## src/rtl/fp_align_ctrl.sv

```systemverilog
// Operand-alignment controller for the single-precision adder: orders the pair by
// magnitude, drives the shared right-shifter with the exponent gap, presents the aligned pair.
module fp_align_ctrl (
  input  logic        clk,
  input  logic        rst_n,
  input  logic        in_valid,
  output logic        in_ready,
  input  logic [31:0] a,
  input  logic [31:0] b,
  output logic        out_valid,
  input  logic        out_ready,
  output logic [23:0] big_m,
  output logic [23:0] small_m,
  output logic [7:0]  exp_out,
  output logic        sign_big,
  output logic        eff_sub,
  output logic        swapped,
  output logic        special,
  output logic [7:0]  sh_e,
  output logic [23:0] sh_m,
  input  logic [23:0] sh_o
);

  typedef enum logic [1:0] {IDLE, CMP, SHIFT, OUT} state_t;

  state_t      state_q;
  logic [31:0] a_q, b_q;
  logic        in_ready_q, out_valid_q;
  logic [23:0] big_m_q, small_m_q, sh_m_q;
  logic [7:0]  exp_q, sh_e_q;
  logic        sign_big_q, eff_sub_q, swapped_q, special_q;

  // Unpacked view of the latched pair; denormals use exponent 1 and no hidden bit.
  logic [7:0]  ea, eb, diff;
  logic [23:0] ma, mb;
  logic        pick_b;

  always_comb begin
    ea     = (a_q[30:23] == 8'd0) ? 8'd1 : a_q[30:23];
    eb     = (b_q[30:23] == 8'd0) ? 8'd1 : b_q[30:23];
    ma     = {|a_q[30:23], a_q[22:0]};
    mb     = {|b_q[30:23], b_q[22:0]};
    pick_b = (eb > ea) || ((eb == ea) && (mb > ma));
    diff   = pick_b ? (eb - ea) : (ea - eb);
  end

  always_ff @(posedge clk or negedge rst_n) begin
    if (!rst_n) begin
      state_q     <= IDLE;
      a_q         <= '0;
      b_q         <= '0;
      in_ready_q  <= 1'b1;
      out_valid_q <= 1'b0;
      big_m_q     <= '0;
      small_m_q   <= '0;
      exp_q       <= '0;
      sign_big_q  <= 1'b0;
      eff_sub_q   <= 1'b0;
      swapped_q   <= 1'b0;
      special_q   <= 1'b0;
      sh_e_q      <= '0;
      sh_m_q      <= '0;
    end else begin
      case (state_q)
        IDLE: if (in_valid) begin
          a_q        <= a;
          b_q        <= b;
          in_ready_q <= 1'b0;
          state_q    <= CMP;
        end
        CMP: begin
          big_m_q    <= pick_b ? mb : ma;
          exp_q      <= pick_b ? eb : ea;
          sign_big_q <= pick_b ? b_q[31] : a_q[31];
          eff_sub_q  <= a_q[31] ^ b_q[31];
          swapped_q  <= pick_b;
          special_q  <= (&a_q[30:23]) | (&b_q[30:23]);
          // Shifter operands are registered here so they are live for exactly the SHIFT cycle.
          sh_e_q     <= diff;
          sh_m_q     <= pick_b ? ma : mb;
          state_q    <= SHIFT;
        end
        SHIFT: begin
          small_m_q   <= sh_o;
          sh_e_q      <= '0;
          sh_m_q      <= '0;
          out_valid_q <= 1'b1;
          state_q     <= OUT;
        end
        OUT: if (out_ready) begin
          out_valid_q <= 1'b0;
          in_ready_q  <= 1'b1;
          state_q     <= IDLE;
        end
        default: state_q <= IDLE;
      endcase
    end
  end

  assign in_ready  = in_ready_q;
  assign out_valid = out_valid_q;
  assign big_m     = big_m_q;
  assign small_m   = small_m_q;
  assign exp_out   = exp_q;
  assign sign_big  = sign_big_q;
  assign eff_sub   = eff_sub_q;
  assign swapped   = swapped_q;
  assign special   = special_q;
  assign sh_e      = sh_e_q;
  assign sh_m      = sh_m_q;

endmodule

```

## config.mk

```make
export PLATFORM = sky130hd
export DESIGN_NAME = fp_align_ctrl
export DESIGN_NICKNAME = d
export VERILOG_FILES = /design/src/rtl/fp_align_ctrl.sv
export SDC_FILE = /design/constraint.sdc
export NUM_CORES = 1
export LEC_CHECK = 0
export BUFFER_PORTS_ARGS = -buffer_cell sky130_fd_sc_hd__buf_2
export CORE_MARGIN = 3
export CORE_UTILIZATION = 48
export CTS_BUF_LIST = sky130_fd_sc_hd__clkbuf_4
export CTS_CLUSTER_SIZE = 8
export DETAILED_ROUTE_END_ITERATION = 10
export PLACE_DENSITY = 0.73
export SLEW_MARGIN = 10
export SYNTH_ARGS = -nofsm -noshare
export SYNTH_HDL_FRONTEND = slang
export SYNTH_SLANG_ARGS = --single-unit
```

## constraint.sdc

```tcl
create_clock -name clk -period 5.9 [get_ports clk]
set_clock_uncertainty 0.1 [all_clocks]
set_input_delay 0.59 -clock clk [delete_from_list [all_inputs] [get_ports clk]]
set_output_delay 0.59 -clock clk [all_outputs]
set_load 0.005 [all_outputs]
```

==> metrics.txt, run 1 <==
ys async rst share 100%; Mapped Area 7930 sq um; DR DRC count 0; initial antenna violation count 2; hold_ws 0.112 ns; Max Cap Violations 0; Non-Filler Instances 1088; final worst-path cycle share 71.2%; All-Layer GR Usage 21.2%; dpl cells 1053; RSZ-0062 raised after global routing false; Int Pwr 3.57 mW; H-tree depth 4; final period demand of the worst path 4.20 ns; Post-synth EDFFs 0; Final WS setup 1.70 ns; slew at the pin with the worst max-slew slack 1.09 ns; WP data required 6.32 ns; DP Area 8980 sq um; Post-Route Utilization 58.1%; final net count 995; layout cells sized above 1 36.8%; synthesized flop and latch total 160; cell leakage power 4.53 nW; pin count of the biggest net entering global routing 92; Final Wtd Congestion 0.855; vias in the first global route 5772; IO buf count 185; post-synth top area share 50.2%; Clock Path Buffers 2; maximum vdd ir drop 0.399 mV; first-pass GRT wire length 30300 um; die area 18100 sq um; Worst Setup End Kind flop; cell taking the most area after synthesis dfrtp_1; Max FO, Critical Path 62; commonest non-fill, non-tap cell in the layout buf_2; worst hold path type input port to flop; Wirelength per Cell 17.2 um; status finished clean; # setup viols final 0; Post-Route WL 18800 um; clock power share 11.1%; Worst-Skew Late Latency 0.59 ns; Mean Syn Cell Area 11.5 sq um; Psw 2.75 mW; Die X 134 um; Ports 186; clock transition at the registers of the reported paths 0.16 ns; Combinational Power Share 55.2%; Max Clk Rate 0.238 GHz; Final Hold Viols 0; Yosys warning count 0; Netlist cell types 48; post-DP HPWL 13200 um; Setup CP Type flop to flop; via/cell ratio 5.32; PwrDens 679 nW/um^2; CTS tree built; Gate Count Post-Synth 690; setup_tns 0 ns; Synth Flop Type dfrtp_1; Rows 46; Initial Utilization 49.5%; Slew Limit Fails 0; most frequent cells in the layout 184 x buf_2, 159 x dfrtp_1, 89 x mux2_2, 59 x a21oi_1, 57 x mux2i_1; worst path arrival time 4.62 ns; Die Y-Extent 134 um; post-synthesis sequential area ratio 50.5%; total power 6.31 mW; post-placement worst setup slack 1.67 ns; Finished Cell Area 9300 sq um; Area growth, synth to finish 17.4%; Root Driver clkbuf_4; TritonCTS buffer count 17; core area 16000 sq um; part of the power in registers 33.7%; Num Clock Sinks 160; Max-slew headroom 27.5%; via count 5786; CP Launch Type flop; switch share 43.5%; GRT overflow 0; TritonRoute pass-1 iters 4; Syn Nets 828; Synth area leaders dfrtp_1 50%, mux2_2 13%, mux2i_1 7.2%, ha_1 6.9%, a21oi_1 3.7%; antenna-violating nets left 0; initial DRC count 422
==> flip-flops by register name (all words and copies together) (netlist names), 2 cells and up <==
register	cells
state_q	2
sh_m	24
small_m	24
sh_e	8
big_m	24
b_q	32
exp_out	8
a_q	32
==> power groups by stage <==
stage,registers (mW),logic [mW],clock network (mW)
final,2.13,3.48,0.701
after global routing,2.21,3.89,0.772
after CTS,2.12,3.51,0.716
after detailed placement,2.14,3.49,0
after global placement,2.13,3.42,0
after floorplan,2.06,2.55,0
==> routing by layer <==
metal | global-route usage [%] | routed length, um
met1 | 28.5 | 8350
met2 | 35.1 | 9330
met3 | 4.62 | 793
met5 | 0 | 7
met4 | 5.94 | 275
==> final cells by class <==
type	count	area, sq um
multi-input combinational	432	3530
antenna	2	5.00
clock buffer	17	128
timing repair buffer	192	987
clock inverter	15	176
sequential	160	4010
tap	216	270
inverter	54	203
fill	1411	6700
==> worst max-delay path: stages (launching register included) <==
cell       delay, ns
dfrtp_1         0.48
or4_1           0.57
nor2_1          0.20
nor2_1          0.10
inv_1           0.06
ha_1            0.13
inv_1           0.05
fa_1            0.37
a21o_1          0.18
nand2_1         0.06
o21a_2          0.14
o21ai_1         0.08
nand2_1         0.22
nand2_4         0.62
a2111oi_0       0.60
a221o_1         0.16
==> cells in the mapped netlist, types with 4 or more instances <==
library cell / instances
nand3_1: 6
ha_1: 44
nor2_1: 50
o21ai_0: 14
o2bb2ai_1: 25
dfrtp_1: 159
inv_1: 54
nor3_1: 6
clkbuf_1: 34
mux2i_1: 57
a21oi_1: 59
mux2_2: 89
nor2b_1: 4
nand2_1: 19
nand4_1: 14
a21o_1: 6
buf_4: 4
and2_1: 4
==> worst paths after layout <==
| kind | depth (start not counted) | slack, ns | from | end |
|---|---|---|---|---|
| min in group asynchronous | 2 | 0.52 | rst_n | small_m[11]$_DFFE_PN0P_ |
| hold / removal | 2 | 0.11 | a[17] | a_q[17]$_DFFE_PN0P_ |
| hold reg to reg | 2 | 0.40 | sh_e[0]$_DFFE_PN0P_ | sh_e[0]$_DFFE_PN0P_ |
| max in group asynchronous | 3 | 3.73 | rst_n | small_m[16]$_DFFE_PN0P_ |
| setup reg to reg | 15 | 1.70 | a_q[24]$_DFFE_PN0P_ | sh_e[7]$_DFFE_PN0P_ |
| setup / recovery | 15 | 1.70 | a_q[24]$_DFFE_PN0P_ | sh_e[7]$_DFFE_PN0P_ |
==> timing repair <==
item / 4_1_cts / 5_1_grt
hold buffers: 1 / 0
buffers inserted: 0 / 0
hold endpoints to repair: 76 / 0
resized for setup: 0 / 0
endpoints found under the setup margin: 0 / 0
==> kinds of logic (layout without fill, tap and decap cells) <==
| kind of cell | after synthesis | after routing | share of synthesized area [%] |
|---|---|---|---|
| DFF | 160 | 160 | 50.5 |
| muxes | 146 | 146 | 19.8 |
| AOI/OAI and AO/OA | 128 | 128 | 10.6 |
| and+or+nand+nor | 111 | 111 | 6.41 |
| buffers and inverters | 98 | 278 | 5.05 |
| adders and majority gates | 46 | 46 | 7.45 |
| xor gates and xnor gates | 1 | 1 | 0.111 |
| other | 0 | 2 | 0 |
(Power assumes the default switching activity.)
==> run 2, diff against run 1 <==
Settings changed: ABC_AREA from default to 1, PLACE_DENSITY 0.73 to 0.72.
Clock period 5.9 ns to 4.29 ns, I/O delays scaled along.
==> metrics.txt, run 2 <==
crit-path leading delay family simple AND/OR/NAND/NOR gates; Synth area leaders dfrtp_1 47%, nand2_1 14%, ha_1 6.6%, nand3_1 6.3%, a21oi_1 5.1%; crit path from a_q[24]$_DFFE_PN0P_; Die X 138 um; Rows 47; Final Hold Viols 0; cell leakage power 5.57 nW; dpl cells 1383; antenna-violating nets left 0; synthesized flop and latch total 160; Post-Route WL 22800 um; final worst-path cycle share 88.8%; flop-to-flop setup slack 0.48 ns; initial antenna violation count 2; Psw 4.41 mW; via/cell ratio 5.07; post-synth top area share 47.4%; commonest non-fill, non-tap cell in the layout nand2_1; R2R Path Start a_q[24]$_DFFE_PN0P_; Area growth, synth to finish 23.1%; HP Start b[25]; Fill cells 1491; Synth top cells by count 314 x nand2_1, 159 x dfrtp_1, 106 x nand3_1; cell with the most instances after synthesis nand2_1; part of the power in registers 29.7%; biggest regs a_q x32, b_q x32; via count 7494; CP Launch Type flop; WP data required 4.70 ns; TritonCTS buffer count 17; clock transition at the registers of the reported paths 0.13 ns; Mean Syn Cell Area 8.12 sq um; status finished clean; Finished Cell Area 10300 sq um; core area 16800 sq um; multi-input logic area 3690 sq um; clock power share 11.9%; vias in the first global route 7462; Max FO, Critical Path 64; Int Pwr 4.72 mW; Final Wtd Congestion 0.885; worst path arrival time 4.22 ns; CTS Hold Bufs 61; cell taking the most area after synthesis dfrtp_1; Post-synth EDFFs 0; CP max stage cell nand2_4; Wirelength per Cell 15.4 um; die area 19100 sq um; first-pass GRT wire length 37800 um; worst hold path type input port to flop; post-cts resize count 0; Num Clock Sinks 160; Root Driver clkbuf_4; CTS tree built; CP max stage delay 0.50 ns; Worst-Skew Late Latency 0.56 ns; Setup Fix Bufs, Post-CTS 0; Clock Path Buffers 2; Yosys warning count 0; Setup CP Type flop to flop; RSZ-0062 raised after global routing false; setup_tns 0 ns; All-Layer GR Usage 24.0%; initial DRC count 420; total power 9.13 mW; Max-slew headroom 39.1%; # setup viols final 0; Initial Utilization 49.9%; final period demand of the worst path 3.81 ns; Combinational Power Share 58.4%; Synth Flop Type dfrtp_1; Seq. cell area 4010 sq um; Non-Filler Instances 1479; Critical Path, Cell by Cell inv_1 > nand4_1 > nor2_1 > nor2_1 > inv_1 > ha_1 > inv_1 > fa_1 > a21oi_1 > o21ai_1 > nand2_1 > nand3_1 > nand2_4 > nand2_4 > nand2_1 > nand3_1 > nand2_1; Mapped Area 8390 sq um; pin count of the biggest net entering global routing 97; Syn Nets 1171; worst path bufs/invs 3; PwrDens 884 nW/um^2; ys async rst share 100%; maximum vdd ir drop 0.460 mV; Max Clk Rate 0.262 GHz; Ports 186; H-tree depth 4; Worst Setup End Kind flop; Gate Count Post-Synth 1033; switch share 48.3%; most frequent cells in the layout 313 x nand2_1, 184 x buf_2, 159 x dfrtp_1, 106 x nand3_1, 93 x inv_1; Netlist cell types 36; Slew Limit Fails 0; GRT overflow 0; layout cells sized above 1 21.2%; TritonRoute pass-1 iters 4; slew at the pin with the worst max-slew slack 0.913 ns; final net count 1382; post-synthesis sequential area ratio 47.7%; Max Cap Violations 0; post-DP HPWL 14700 um; DP Area 9360 sq um; Die Y-Extent 138 um; DR DRC count 0; IO buf count 185
==> run 2: cell count changes in the layout (fill, tap and decap cells not counted), sizes merged, moves of 6 or more <==
cell / change
o21ai: -6
nand2: +297
nand4: -10
mux2: -89
o2bb2ai: -25
dlygate4sd3: +61
a21oi: +27
buf: +6
inv: +38
nand3: +130
nor2: +30
xor2: +10
mux2i: -57
==> run 2: path summary, 6_finish.rpt <==
| check | end | cells past startpoint |
|---|---|---|
| min | b_q[25]$_DFFE_PN0P_ | 3 |
| max in group asynchronous | b_q[30]$_DFFE_PN0P_ | 3 |
| min reg2reg | small_m[21]$_DFFE_PN0P_ | 2 |
| max reg2reg | big_m[20]$_DFFE_PN0N_ | 17 |
| min in group asynchronous | sh_m[17]$_DFFE_PN0P_ | 2 |
| max | big_m[20]$_DFFE_PN0N_ | 17 |
==> run 2: stage by stage <==
step	hold slack (ns)	utilization, %	worst slack [ns]
floorplan	0.0334	-	1.50
finish	0.0214	61.4	0.480
CTS	0.000247	61.3	0.504
global route	0.00105	61.4	0.132
detailed placement	0.354	55.6	0.537
global placement	0.351	55.6	0.643
==> run 2: cell type report <==
class                   instances  share of cell area, %
inverters                      96                   3.49
well taps                     220                   2.67
flip-flops and latches        160                   38.8
repair buffers                259                   15.9
clock buffers                  18                   1.31
multi-input cells             710                   35.8
diodes                          2                 0.0485
clock inverters                14                   2.02
==> run 2: power groups by stage <==
stage | sequential, mW | combinational, mW | clock (mW)
2_1_floorplan | 2.68 | 3.82 | 0
3_3_place_gp | 2.73 | 5.17 | 0
3_5_place_dp | 2.72 | 5.28 | 0
4_1_cts | 2.70 | 5.34 | 1.11
5_1_grt | 2.79 | 6.06 | 1.17
6_report | 2.71 | 5.33 | 1.09
==> run 2: cells by family (layout without fill, tap and decap cells) <==
| kind of cell | after synthesis | in the layout | share of synthesized area, % |
|---|---|---|---|
| simple gates | 546 | 546 | 28.9 |
| buf+inv | 163 | 387 | 8.45 |
| flops | 160 | 160 | 47.7 |
| compound gates | 105 | 105 | 6.55 |
| fa+ha+maj | 46 | 46 | 7.04 |
| xor+xnor | 13 | 13 | 1.36 |
| other cells | 0 | 2 | 0 |
==> run 2: worst reg2reg max path: stages, from the launching register on <==
cell and delay [ns]:
dfrtp_1 0.43, inv_1 0.20, nand4_1 0.11, nor2_1 0.29
nor2_1 0.13, inv_1 0.08, ha_1 0.15, inv_1 0.05
fa_1 0.39, a21oi_1 0.14, o21ai_1 0.12, nand2_1 0.08
nand3_1 0.10, nand2_4 0.42, nand2_4 0.52, nand2_1 0.27
nand3_1 0.08, nand2_1 0.09
==> run 2: layer usage <==
metal  global-route usage, %  share of wire (%)
met5                       0                  0
met4                    7.54                2.6
met3                    5.84                6.1
met2                    38.1                 46
met1                    32.8                 45
==> run 3, diff against run 2 <==
Settings changed: CORE_UTILIZATION 48 to 54, PLACE_DENSITY 0.72 to 0.8.
==> metrics.txt, run 3 (synthesis results as in run 2) <==
status finished clean; TritonCTS buffer count 17; final net count 1401; Worst-Skew Late Latency 0.60 ns; die area 17100 sq um; via count 7885; Area growth, synth to finish 24.1%; Slew Limit Fails 0; post-DP HPWL 14400 um; Post-Route WL 23700 um; RSZ-0062 raised after global routing false; slew at the pin with the worst max-slew slack 0.998 ns; commonest non-fill, non-tap cell in the layout nand2_1; Final Wtd Congestion 0.874; Non-Filler Instances 1461; All-Layer GR Usage 28.6%; Setup CP Type flop to flop; # setup viols final 0; Wirelength per Cell 16.2 um; Die Y-Extent 131 um; DR DRC count 0; initial DRC count 664; Final Hold Viols 0; Setup Fix Bufs, Post-CTS 0; Max-slew headroom 33.5%; biggest regs a_q x32, b_q x32; IO buf count 185; via/cell ratio 5.40; Initial Utilization 56.4%; core area 14900 sq um; final worst-path cycle share 80.5%; cell leakage power 5.61 nW; worst path arrival time 3.88 ns; CTS tree built; first-pass GRT wire length 38200 um; maximum vdd ir drop 0.812 mV; H-tree depth 4; WP data required 4.71 ns; Max Cap Violations 0; Max FO, Critical Path 64; Num Clock Sinks 160; CP Launch Type flop; initial antenna violation count 1; Worst Setup End Kind flop; PwrDens 866 nW/um^2; dpl cells 1344; antenna-violating nets left 0; layout cells sized above 1 20.8%; setup_tns 0 ns; Post-Route Utilization 70.0%; worst hold path type input port to flop; flop-to-flop setup slack 0.83 ns; pin count of the biggest net entering global routing 100; Die X 131 um; Rows 44; vias in the first global route 7744; Ports 186; most frequent cells in the layout 313 x nand2_1, 184 x buf_2, 159 x dfrtp_1, 106 x nand3_1, 93 x inv_1; Root Driver clkbuf_4; Max Clk Rate 0.289 GHz; Clock Path Buffers 2; GRT overflow 0; final period demand of the worst path 3.46 ns; TritonRoute pass-1 iters 7; clock transition at the registers of the reported paths 0.13 ns
## run 3: cell count changes in the layout (fill, tap and decap cells not counted), moves of 2 or more
cell / change
clkinv_1: -2
clkinvlp_4: +3
bufinv_16: -3
inv_6: -3
dlygate4sd3_1: +22
buf_4: -4
clkinv_2: +5
## run 3: layout make-up
class / instances / area (sq um)
flip-flops and latches: 160 / 4010
repair buffers: 278 / 1850
diodes: 1 / 2.50
inverters: 96 / 360
multi-input cells: 710 / 3690
clock buffers: 19 / 143
fillers: 1146 / 4450
clock inverters: 13 / 124
well taps: 184 / 230
## run 3: power breakdown
part           switching, mW  total, mW  internal, mW  leakage, nW
combinational           3.46       5.38          1.93         3.63
sequential             0.447       2.74          2.29         1.83
clock                  0.546      0.895         0.349        0.143
## run 3: routing by layer
layer / global-route usage [%] / vias up / share of wire (%) / wire length (um)
li1: - / 3731 / - / -
met1: 36.4 / 3769 / 42 / 9840
met2: 48.8 / 334 / 49 / 11700
met3: 6.59 / 51 / 7.3 / 1720
met4: 8.83 / 0 / 1.9 / 450
met5: 0 / - / 0 / 0
## run 3: critical path, stage by stage (launching register included)
cell and delay, ns:
dfrtp_1 0.44, inv_1 0.21, nand4_1 0.12, nor2_1 0.31, nor2_1 0.15, inv_1 0.09, ha_1 0.16, inv_1 0.05
fa_1 0.40, a21oi_1 0.15, o21ai_1 0.12, nand2_1 0.08, nand3_1 0.10, nand2_4 0.11, nand2_4 0.40, nand2_1 0.18
nand3_1 0.10, nand2_1 0.08
## run 3: path summary, 6_finish.rpt
kind | endpoint | cells past startpoint | from
min | a_q[31]$_DFFE_PN0P_ | 3 | a[31]
min reg2reg | sh_e[1]$_DFFE_PN0P_ | 2 | sh_e[1]$_DFFE_PN0P_
max | sh_m[1]$_DFFE_PN0P_ | 17 | a_q[24]$_DFFE_PN0P_
min in group asynchronous | small_m[22]$_DFFE_PN0P_ | 2 | rst_n
max in group asynchronous | big_m[0]$_DFFE_PN0N_ | 3 | rst_n
max reg2reg | sh_m[1]$_DFFE_PN0P_ | 17 | a_q[24]$_DFFE_PN0P_
## run 3: timing repair
item / in CTS / in global routing
gates resized for setup: 0 / 0
hold endpoints to repair: 173 / 1
hold buffers: 83 / 1
## run 3: through the flow
stage / setup slack (ns) / hold slack (ns) / instance area [sq um] / power [mW]
final: 0.835 / 0.0339 / 10400 / 9.02
after CTS: 0.850 / 0.000691 / 10400 / 8.94
after global routing: 0.451 / 0.0395 / 10400 / 9.83
after floorplan: 1.50 / 0.0334 / 8390 / 6.51
after global placement: 1.04 / 0.351 / 9300 / 7.81
after detailed placement: 0.897 / 0.357 / 9300 / 7.98
